### src/rtl/sim_run_controller.sv
// Run controller for CPU simulation: reset pulse, cycle limit, PC-stall
// halt detection and a trace FIFO of captured io writes.
//
// Ports:
//   clk, rst        rising-edge clock, synchronous active-high reset
//   pc_fetch        CPU fetch PC, watched for a stall
//   io_we, io_out   per-channel io write strobes and data
//   cpu_rst_n       active-low CPU reset (low in hold and after done)
//   running, done   run state flags, done is sticky until rst
//   halt_reason     00 none, 01 cycle limit, 10 pc stall
//   cycle_count     completed RUN cycles
//   trace_rd        pop request for the trace FIFO head
//   trace_valid     FIFO non-empty, head fields below are meaningful
//   trace_chan/data/cycle  registered FIFO head
//   trace_overflow  sticky, an io write was dropped
//
// Optional macro SIM_RUN_TRACE_DISPLAY_EN adds simulation $display
// tracing; port behaviour is identical with or without it.
module sim_run_controller #(
  parameter int XLEN        = 32,
  parameter int N_IO        = 4,
  parameter int RST_CYCLES  = 2,
  parameter int MAX_CYCLES  = 15,
  parameter int HALT_STABLE = 4,
  parameter int TRACE_DEPTH = 16,
  localparam int CW = (N_IO > 1) ? $clog2(N_IO) : 1
) (
  input  logic                 clk,
  input  logic                 rst,
  input  logic [XLEN-1:0]      pc_fetch,
  input  logic [N_IO-1:0]      io_we,
  input  logic [N_IO*XLEN-1:0] io_out,
  output logic                 cpu_rst_n,
  output logic                 running,
  output logic                 done,
  output logic [1:0]           halt_reason,
  output logic [31:0]          cycle_count,
  input  logic                 trace_rd,
  output logic                 trace_valid,
  output logic [CW-1:0]        trace_chan,
  output logic [XLEN-1:0]      trace_data,
  output logic [31:0]          trace_cycle,
  output logic                 trace_overflow
);

  localparam int HW = (RST_CYCLES > 1) ? $clog2(RST_CYCLES) : 1;
  localparam int SW = $clog2(HALT_STABLE);
  localparam int AW = $clog2(TRACE_DEPTH);
  localparam int EW = CW + XLEN + 32;

  typedef enum logic [1:0] {
    S_HOLD,
    S_RUN,
    S_DONE
  } state_t;

  state_t          state_q, state_d;
  logic [HW-1:0]   hold_q, hold_d;
  logic [SW-1:0]   stall_q, stall_d;
  logic [XLEN-1:0] prev_q, prev_d;
  logic            first_q, first_d;
  logic [31:0]     cyc_d;
  logic [1:0]      reason_d;
  logic            pc_same;
  logic            limit_hit;
  logic            stall_hit;

  // Next-state and next-output logic
  always_comb begin
    state_d   = state_q;
    hold_d    = hold_q;
    stall_d   = stall_q;
    prev_d    = prev_q;
    first_d   = first_q;
    cyc_d     = cycle_count;
    reason_d  = halt_reason;
    pc_same   = 1'b0;
    limit_hit = 1'b0;
    stall_hit = 1'b0;
    unique case (state_q)
      S_HOLD: begin
        if (hold_q == HW'(RST_CYCLES - 1)) begin
          state_d = S_RUN;
          first_d = 1'b1;
        end else begin
          hold_d = hold_q + 1'b1;
        end
      end
      S_RUN: begin
        cyc_d   = cycle_count + 32'd1;
        prev_d  = pc_fetch;
        first_d = 1'b0;
        // No previous PC exists in the first RUN cycle
        pc_same = !first_q && (pc_fetch == prev_q);
        stall_d = pc_same ? stall_q + 1'b1 : '0;
        stall_hit = pc_same &&
          (stall_d == SW'(HALT_STABLE - 1));
        limit_hit = (MAX_CYCLES != 0) &&
          (cyc_d == 32'(MAX_CYCLES));
        // Limit wins when both fire together
        if (limit_hit) begin
          state_d  = S_DONE;
          reason_d = 2'b01;
        end else if (stall_hit) begin
          state_d  = S_DONE;
          reason_d = 2'b10;
        end
      end
      S_DONE: begin
      end
      default: state_d = S_HOLD;
    endcase
  end

  always_ff @(posedge clk) begin
    if (rst) begin
      state_q     <= S_HOLD;
      hold_q      <= '0;
      stall_q     <= '0;
      prev_q      <= '0;
      first_q     <= 1'b0;
      cycle_count <= '0;
      halt_reason <= 2'b00;
      cpu_rst_n   <= 1'b0;
      running     <= 1'b0;
      done        <= 1'b0;
    end else begin
      state_q     <= state_d;
      hold_q      <= hold_d;
      stall_q     <= stall_d;
      prev_q      <= prev_d;
      first_q     <= first_d;
      cycle_count <= cyc_d;
      halt_reason <= reason_d;
      cpu_rst_n   <= (state_d == S_RUN);
      running     <= (state_d == S_RUN);
      done        <= (state_d == S_DONE);
    end
  end

  // Capture: lowest-index strobe wins
  logic            cap_any;
  logic            cap_multi;
  logic [CW-1:0]   cap_chan;
  logic [XLEN-1:0] cap_data;

  always_comb begin
    cap_chan = '0;
    cap_data = '0;
    for (int i = N_IO - 1; i >= 0; i--) begin
      if (io_we[i]) begin
        cap_chan = CW'(i);
        cap_data = io_out[i*XLEN +: XLEN];
      end
    end
  end

  assign cap_any   = (state_q == S_RUN) && (|io_we);
  assign cap_multi = cap_any &&
    (|(io_we & (io_we - 1'b1)));

  // Trace FIFO with registered head
  logic [EW-1:0] mem [TRACE_DEPTH];
  logic [AW:0]   wr_q, rd_q, wr_d, rd_d;
  logic [EW-1:0] entry;
  logic [EW-1:0] head_d;
  logic          full;
  logic          pop;
  logic          push_ok;
  logic          drop;
  logic          valid_d;

  assign full = (wr_q[AW] != rd_q[AW]) &&
    (wr_q[AW-1:0] == rd_q[AW-1:0]);
  assign pop     = trace_rd && trace_valid;
  assign push_ok = cap_any && (!full || pop);
  assign drop    = cap_multi || (cap_any && !push_ok);
  assign entry   = {cap_chan, cap_data, cycle_count};
  assign rd_d    = rd_q + (AW + 1)'(pop);
  assign wr_d    = wr_q + (AW + 1)'(push_ok);
  assign valid_d = (rd_d != wr_d);

  // A freshly pushed word that becomes the head bypasses the array
  always_comb begin
    if (push_ok && (rd_d[AW-1:0] == wr_q[AW-1:0])) begin
      head_d = entry;
    end else begin
      head_d = mem[rd_d[AW-1:0]];
    end
  end

  always_ff @(posedge clk) begin
    if (push_ok) begin
      mem[wr_q[AW-1:0]] <= entry;
    end
  end

  always_ff @(posedge clk) begin
    if (rst) begin
      wr_q           <= '0;
      rd_q           <= '0;
      trace_valid    <= 1'b0;
      trace_chan     <= '0;
      trace_data     <= '0;
      trace_cycle    <= '0;
      trace_overflow <= 1'b0;
    end else begin
      wr_q        <= wr_d;
      rd_q        <= rd_d;
      trace_valid <= valid_d;
      {trace_chan, trace_data, trace_cycle} <= head_d;
      if (drop) begin
        trace_overflow <= 1'b1;
      end
    end
  end

`ifdef SIM_RUN_TRACE_DISPLAY_EN
  always @(posedge clk) begin
    if (!rst) begin
      if (state_q == S_RUN) begin
        $display("[run] cycle %0d pc %h",
          cycle_count, pc_fetch);
      end
      if (cap_any) begin
        $display("io%0d <= %h", cap_chan, cap_data);
      end
      if (drop) begin
        $display("[run] io write dropped, cycle %0d",
          cycle_count);
      end
      if (state_q != S_DONE && state_d == S_DONE) begin
        $display("[run] done reason %0d cycles %0d ovf %0b",
          reason_d, cyc_d, trace_overflow | drop);
      end
    end
  end
`endif

endmodule
### config.mk
export PLATFORM = sky130hd
export DESIGN_NAME = sim_run_controller
export DESIGN_NICKNAME = d
export VERILOG_FILES = /design/src/rtl/sim_run_controller.sv
export SDC_FILE = /design/constraint.sdc
export NUM_CORES = 2
export LEC_CHECK = 0
export BUFFER_PORTS_ARGS = -buffer_cell sky130_fd_sc_hd__buf_4
export CAP_MARGIN = 15
export CORE_MARGIN = 2
export CORE_UTILIZATION = 50
export DETAILED_ROUTE_END_ITERATION = 12
export PLACE_DENSITY = 0.67
export RECOVER_POWER = 25
export SLEW_MARGIN = 15
export SYNTH_ARGS = -nofsm -noshare
export SYNTH_HDL_FRONTEND = slang
export SYNTH_SLANG_ARGS = --single-unit
### constraint.sdc
create_clock -name clk -period 8.59 [get_ports clk]
set_input_delay 1.2885 -clock clk [delete_from_list [all_inputs] [get_ports clk]]
set_output_delay 1.2885 -clock clk [all_outputs]
set_load 0.02 [all_outputs]
======== Word level (Yosys, flattened, before mapping) ========
Memories as Yosys holds them, arrays and structs flattened. A register that Yosys moved wholly into a read port is not among the register bits.
Cells that the tools add are included.
word-level totals
  memories kept ........................... 1
  RAM bits ................................ 1056
  output and inout port bits .............. 105
  ROM bits ................................ 0
  register bits after elaboration ......... 86
  bits of input ports ..................... 167
  bits in latches ......................... 0
memory list
  name  words  width  rd ports  clocked after Yosys merged registers in  wr ports  line  RTL
  mem   16     66     1         1                                        1         163   logic [EW-1:0] mem [TRACE_DEPTH];
cells by class
  $lt $le $gt $ge ......................... 0
  shift-type cells ........................ 0
  equality and inequality tests ........... 11
  reduce and logical (&&, ||, !) cells .... 20
  div/mod/pow operators ................... 0
  multiplexer cells ....................... 20
  bitwise operators ....................... 1
  multipliers ............................. 0
  add/subtract/negate cells ............... 6
operator list
  kind                                                                    number
  32-bit 2-to-1 mux                                                       4
  32-bit by 1-bit adder with 32-bit output, second input constant         1
  32-bit equality test                                                    1
  32-bit by 4-bit equality test with 1-bit output, second input constant  1
  2-bit 2-to-1 mux                                                        10
  5-bit by 1-bit adder with 5-bit output                                  2
  1-bit logical AND                                                       8
  4-bit OR reduction                                                      2
  2-bit equality test, second input constant                              3
  2-bit one-hot mux with 3 select lines                                   1
  5-bit != test                                                           1
  4-bit AND                                                               1
  2-bit by 1-bit equality test with 1-bit output, second input constant   2
  4-bit equality test                                                     1
  1-bit 2-to-1 mux                                                        4
  2-bit AND reduction                                                     2
  2-bit nonzero test                                                      2
  4-bit by 1-bit subtractor with 4-bit output, second input constant      1
  1-bit zero test                                                         3
  2-bit by 1-bit adder with 2-bit output, second input constant           1
  2-bit zero test                                                         1
  1-bit logical OR                                                        2
  2-bit != test, second input constant                                    1
  1-bit one-hot mux with 2 select lines                                   1
  2 further kinds                                                         2

======== Depth between registers and ports, before layout ========
  depth in word-level cells ............... 9
  gate-level depth with buffers ........... 12
  mapped depth without buffers ............ 10

======== Least setup slack after synthesis ========
Ideal clock, no wire load.
  path type ............................... input to register
  start ................................... in io_we[2]
  end ..................................... mem mem[0][0] in the netlist's numbering, enable pin
  stages .................................. 5
  setup time .............................. 0.571 ns
  buffers on the path ..................... 1
  arrival time ............................ 7.030 ns
  required time ........................... 8.019 ns
  path slack .............................. 0.989 ns
  cells stage by stage .................... clkbuf_1 nor4_1 nor3_1 or3b_2 nor3_1
on the way
  word-level cells in the longest chain between the ends .. 5
ends and longest elaborated chain
  element                                 line  RTL
  from (decl)                             31    input logic [N_IO-1:0] io_we,
  4-bit OR reduction                      158   assign cap_any = (state_q == S_RUN) && (|io_we);
  1-bit logical AND                       158
  1-bit logical AND                       176   assign push_ok = cap_any && (!full || pop);
  1-bit 2-to-1 mux                        193   if (push_ok) begin
  1-bit 2-to-1 mux (not written as such)  194   mem[wr_q[AW-1:0]] <= entry;
  to (decl)                               163
No other way between the ends.

======== Worst setup path in the final report ========
  start ................................... in io_we[1]
  end ..................................... mem mem[8][24] in the netlist's numbering, enable pin
The elaborated chain is that of the path after synthesis.

==> results.py <==
metrics = {
    "status": {
        "status": "complete, but fails checks",
        "violations": "max-capacitance violations, max-slew violations",
    },
    "routing": {
        "first_pass_iters": 5,
        "drc": 0,
        "via_per_inst": 6.03,
        "wl_um": 116000,
        "routedWlPerCell_um": 27.5,
        "drtIter0Drc": 2945,
        "ant_nets": 0,
        "route.vias.total": 25400,
    },
    "global_routing": {
        "track_usage_pct": 24.0,
        "grt-ovfl-total": 0,
        "grt_max_degree": 142,
        "grt_pass1_vias": 26200,
        "antenna_found_initial": 1,
        "grt_first_pass_wirelength_um": 171000,
    },
    "power_and_ir_drop": {
        "ir_drop_v": 0.000207,
        "power.total_mw": 14.2,
        "powerDensity_mw_per_mm2": 257,
        "cellLeakagePower_nw": 18.0,
    },
    "setup_path": {
        "crit_path_end_kind": "register",
        "critPathArrivalTime_ns": 6.56,
        "crit_top_cell": "buf_4",
        "slowest_stage": "clkbuf_1",
        "startpoint_type": "input pin",
        "timing.critical_path.buf_inv": 3,
        "path_cells": "clkbuf_1 > nor4_1 > nor3_1 > or3b_2 > nor2_4 > buf_4 > buf_4",
        "cp_max_fo": 69,
        "crit_start": "io_we[1]",
        "cpPeakStageDelay_ns": 2.14,
        "required_ns": 8.89,
        "r2r-start": "trace_valid",
        "critPathKind": "in2reg",
        "critical_path.top_delay_family": "buffers and inverters",
    },
    "timing": {
        "slew_violations": 262,
        "fin_skew_ns": 0.0280,
        "rsz0062_at_grt": "false",
        "whs_ns": 0.468,
        "timing.final.hold_violations": 0,
        "period_needed_ns": 6.26,
        "setup_viol": 0,
        "slew_headroom_pct": -208,
        "timing.setup.tns_ns": 0,
        "tightest_slew_ns": 4.62,
        "fmax_ghz": 0.160,
        "min_period_over_period_pct": 72.9,
    },
    "clock_tree": {
        "cts_hold_buf": 0,
        "clockBufferDepth": 3,
        "cts_tree": "built",
        "post-cts-setup-buffers": 0,
        "clk_latency_ns": 0.69,
        "htreeDepth": 3,
        "cts.clk_slew.worst_paths_ns": 0.06,
        "cts.sinks": 1208,
        "cts_buffers": 117,
        "cts_root_buf": "clkbuf_16",
        "cts_resized": 0,
    },
    "finish": {
        "multi_input_area_mm2": 0.0120,
        "area_delta_synth_final_pct": 16.9,
        "regArea_mm2": 0.0348,
        "final.fill_count": 6805,
        "layout-drive-gt1-share_pct": 30.3,
        "stdcell_area_mm2": 0.0553,
        "nets": 3035,
        "utilization_pct": 59.1,
        "antenna_cells": 0,
    },
    "synthesis": {
        "synth_seq_area_share_pct": 73.5,
        "synth-edff-count": 1056,
        "synth.top_cell.area_share_pct": 67.1,
        "ys_async_sr_fraction_pct": 0,
        "yosys-top-cells-area": "edfxtp_1 (67%), mux4_2 (16%), dfxtp_1 (6.4%)",
        "syn_avg_cell_area_um2": 18.7,
        "synth.most_common_cell": "edfxtp_1",
        "yosys_register_bits": 1208,
        "syn-num-nets": 2706,
        "synth.largest_area_cell": "edfxtp_1",
        "ys_warn_count": 0,
        "ys.flop_type": "edfxtp_1",
        "syn_inst": 2533,
        "synth_commonest_cells": "edfxtp_1 (1,056), mux4_2 (330), nand2_1 (253), dfxtp_1 (152), a21oi_1 (139)",
        "synth_cell_type_count": 51,
        "syn-cell-area_mm2": 0.0473,
    },
    "placement": {
        "place_area_mm2": 0.0514,
        "dpl.hpwl_um": 63700,
        "port-buffer-count": 271,
        "gp_congestion": 0.773,
    },
    "floorplanning": {
        "start_util_pct": 50.6,
        "floorplan.rows": 112,
        "die_y_um": 312,
        "coreArea_mm2": 0.0935,
        "fp.dieArea_mm2": 0.0971,
        "num_io_pins": 272,
        "die_x_um": 312,
    },
    "min_path": {
        "holdCritPathClass": "reg2reg",
        "min_from": "prev_q[7]",
    },
    "job": {
        "max_cap_viol_count": 5,
    },
}
per-layer routing:
metal,global-route usage [%],vias to the layer above,share of wire (%)
li1,-,10800,-
met1,34.0,13400,41
met2,38.7,1169,49
met3,4.45,142,8.3
met4,6.24,0,2.1
met5,0,-,0
stage by stage:
stage / cells / worst slack [ns]
after floorplan: 2533 / 0.989
after global placement: 3988 / 3.11
after detailed placement: 3996 / 2.98
after CTS: 4217 / 3.69
after global routing: 4218 / 2.03
final: 4218 / 2.33
state kept, by name, summed over array words and instances, names as in the netlist, 2 cells and up:
| name | cells |
|---|---|
| trace_cycle | 32 |
| trace_data | 32 |
| rd_q | 5 |
| stall_q | 2 |
| mem | 1056 |
| trace_chan | 2 |
| state_q | 2 |
| halt_reason | 2 |
| prev_q | 32 |
| wr_q | 5 |
| cycle_count | 32 |
final cells by class:
cell class / instances / share of cell area (%)
clock buffers: 162 / 6.08
clock inverters: 59 / 1.10
inverters: 10 / 0.0679
multi-input cells: 1147 / 21.8
flip-flops and latches: 1208 / 62.9
well taps: 1254 / 2.84
repair buffers: 378 / 5.24
path summary, 6_finish.rpt:
| path | endpoint | slack (ns) | cells after the start |
|---|---|---|---|
| setup / recovery | mem[8][24] | 2.33 | 7 |
| hold reg to reg | prev_q[7] | 0.47 | 2 |
| hold / removal | prev_q[7] | 0.47 | 2 |
| setup reg to reg | trace_cycle[22] | 4.11 | 9 |
report_power, final:
| part | total (mW) | internal (mW) | switching, mW | leakage [nW] |
|---|---|---|---|---|
| clock | 5.22 | 3.04 | 2.18 | 1.95 |
| combinational | 2.37 | 1.18 | 1.19 | 5.10 |
| sequential | 6.63 | 6.54 | 0.0878 | 11.0 |
cells by family after synthesis:
family	share of synthesized area, %
xor+xnor	1.74
mux	15.7
simple gates	4.45
buf+inv	1.49
fa+ha+maj	0.180
flops	73.5
compound gates	2.93
placed cells by master, fill, tap and decap left out, types with 12 or more instances in the layout:
cell / n
edfxtp_1: 1056
buf_4: 332
mux4_2: 330
nand2_1: 252
dfxtp_1: 152
a21oi_1: 139
clkbuf_16: 120
nor2_1: 87
xnor2_1: 60
clkbuf_1: 56
xor2_1: 32
a22oi_1: 32
o21ai_0: 32
clkinv_2: 23
nand3_1: 22
nand4_1: 21
nor3_1: 21
clkbuf_8: 20
nor2_4: 12
worst register-to-register path: cells and delay by family (launching register included):
family,cells,cell delay (ns)
buf+inv,2,1.43
mux,2,1.00
fa+ha+maj,2,0.88
flops,1,0.33
simple gates,2,0.31
compound gates,1,0.13
(Power assumes the default switching activity.)
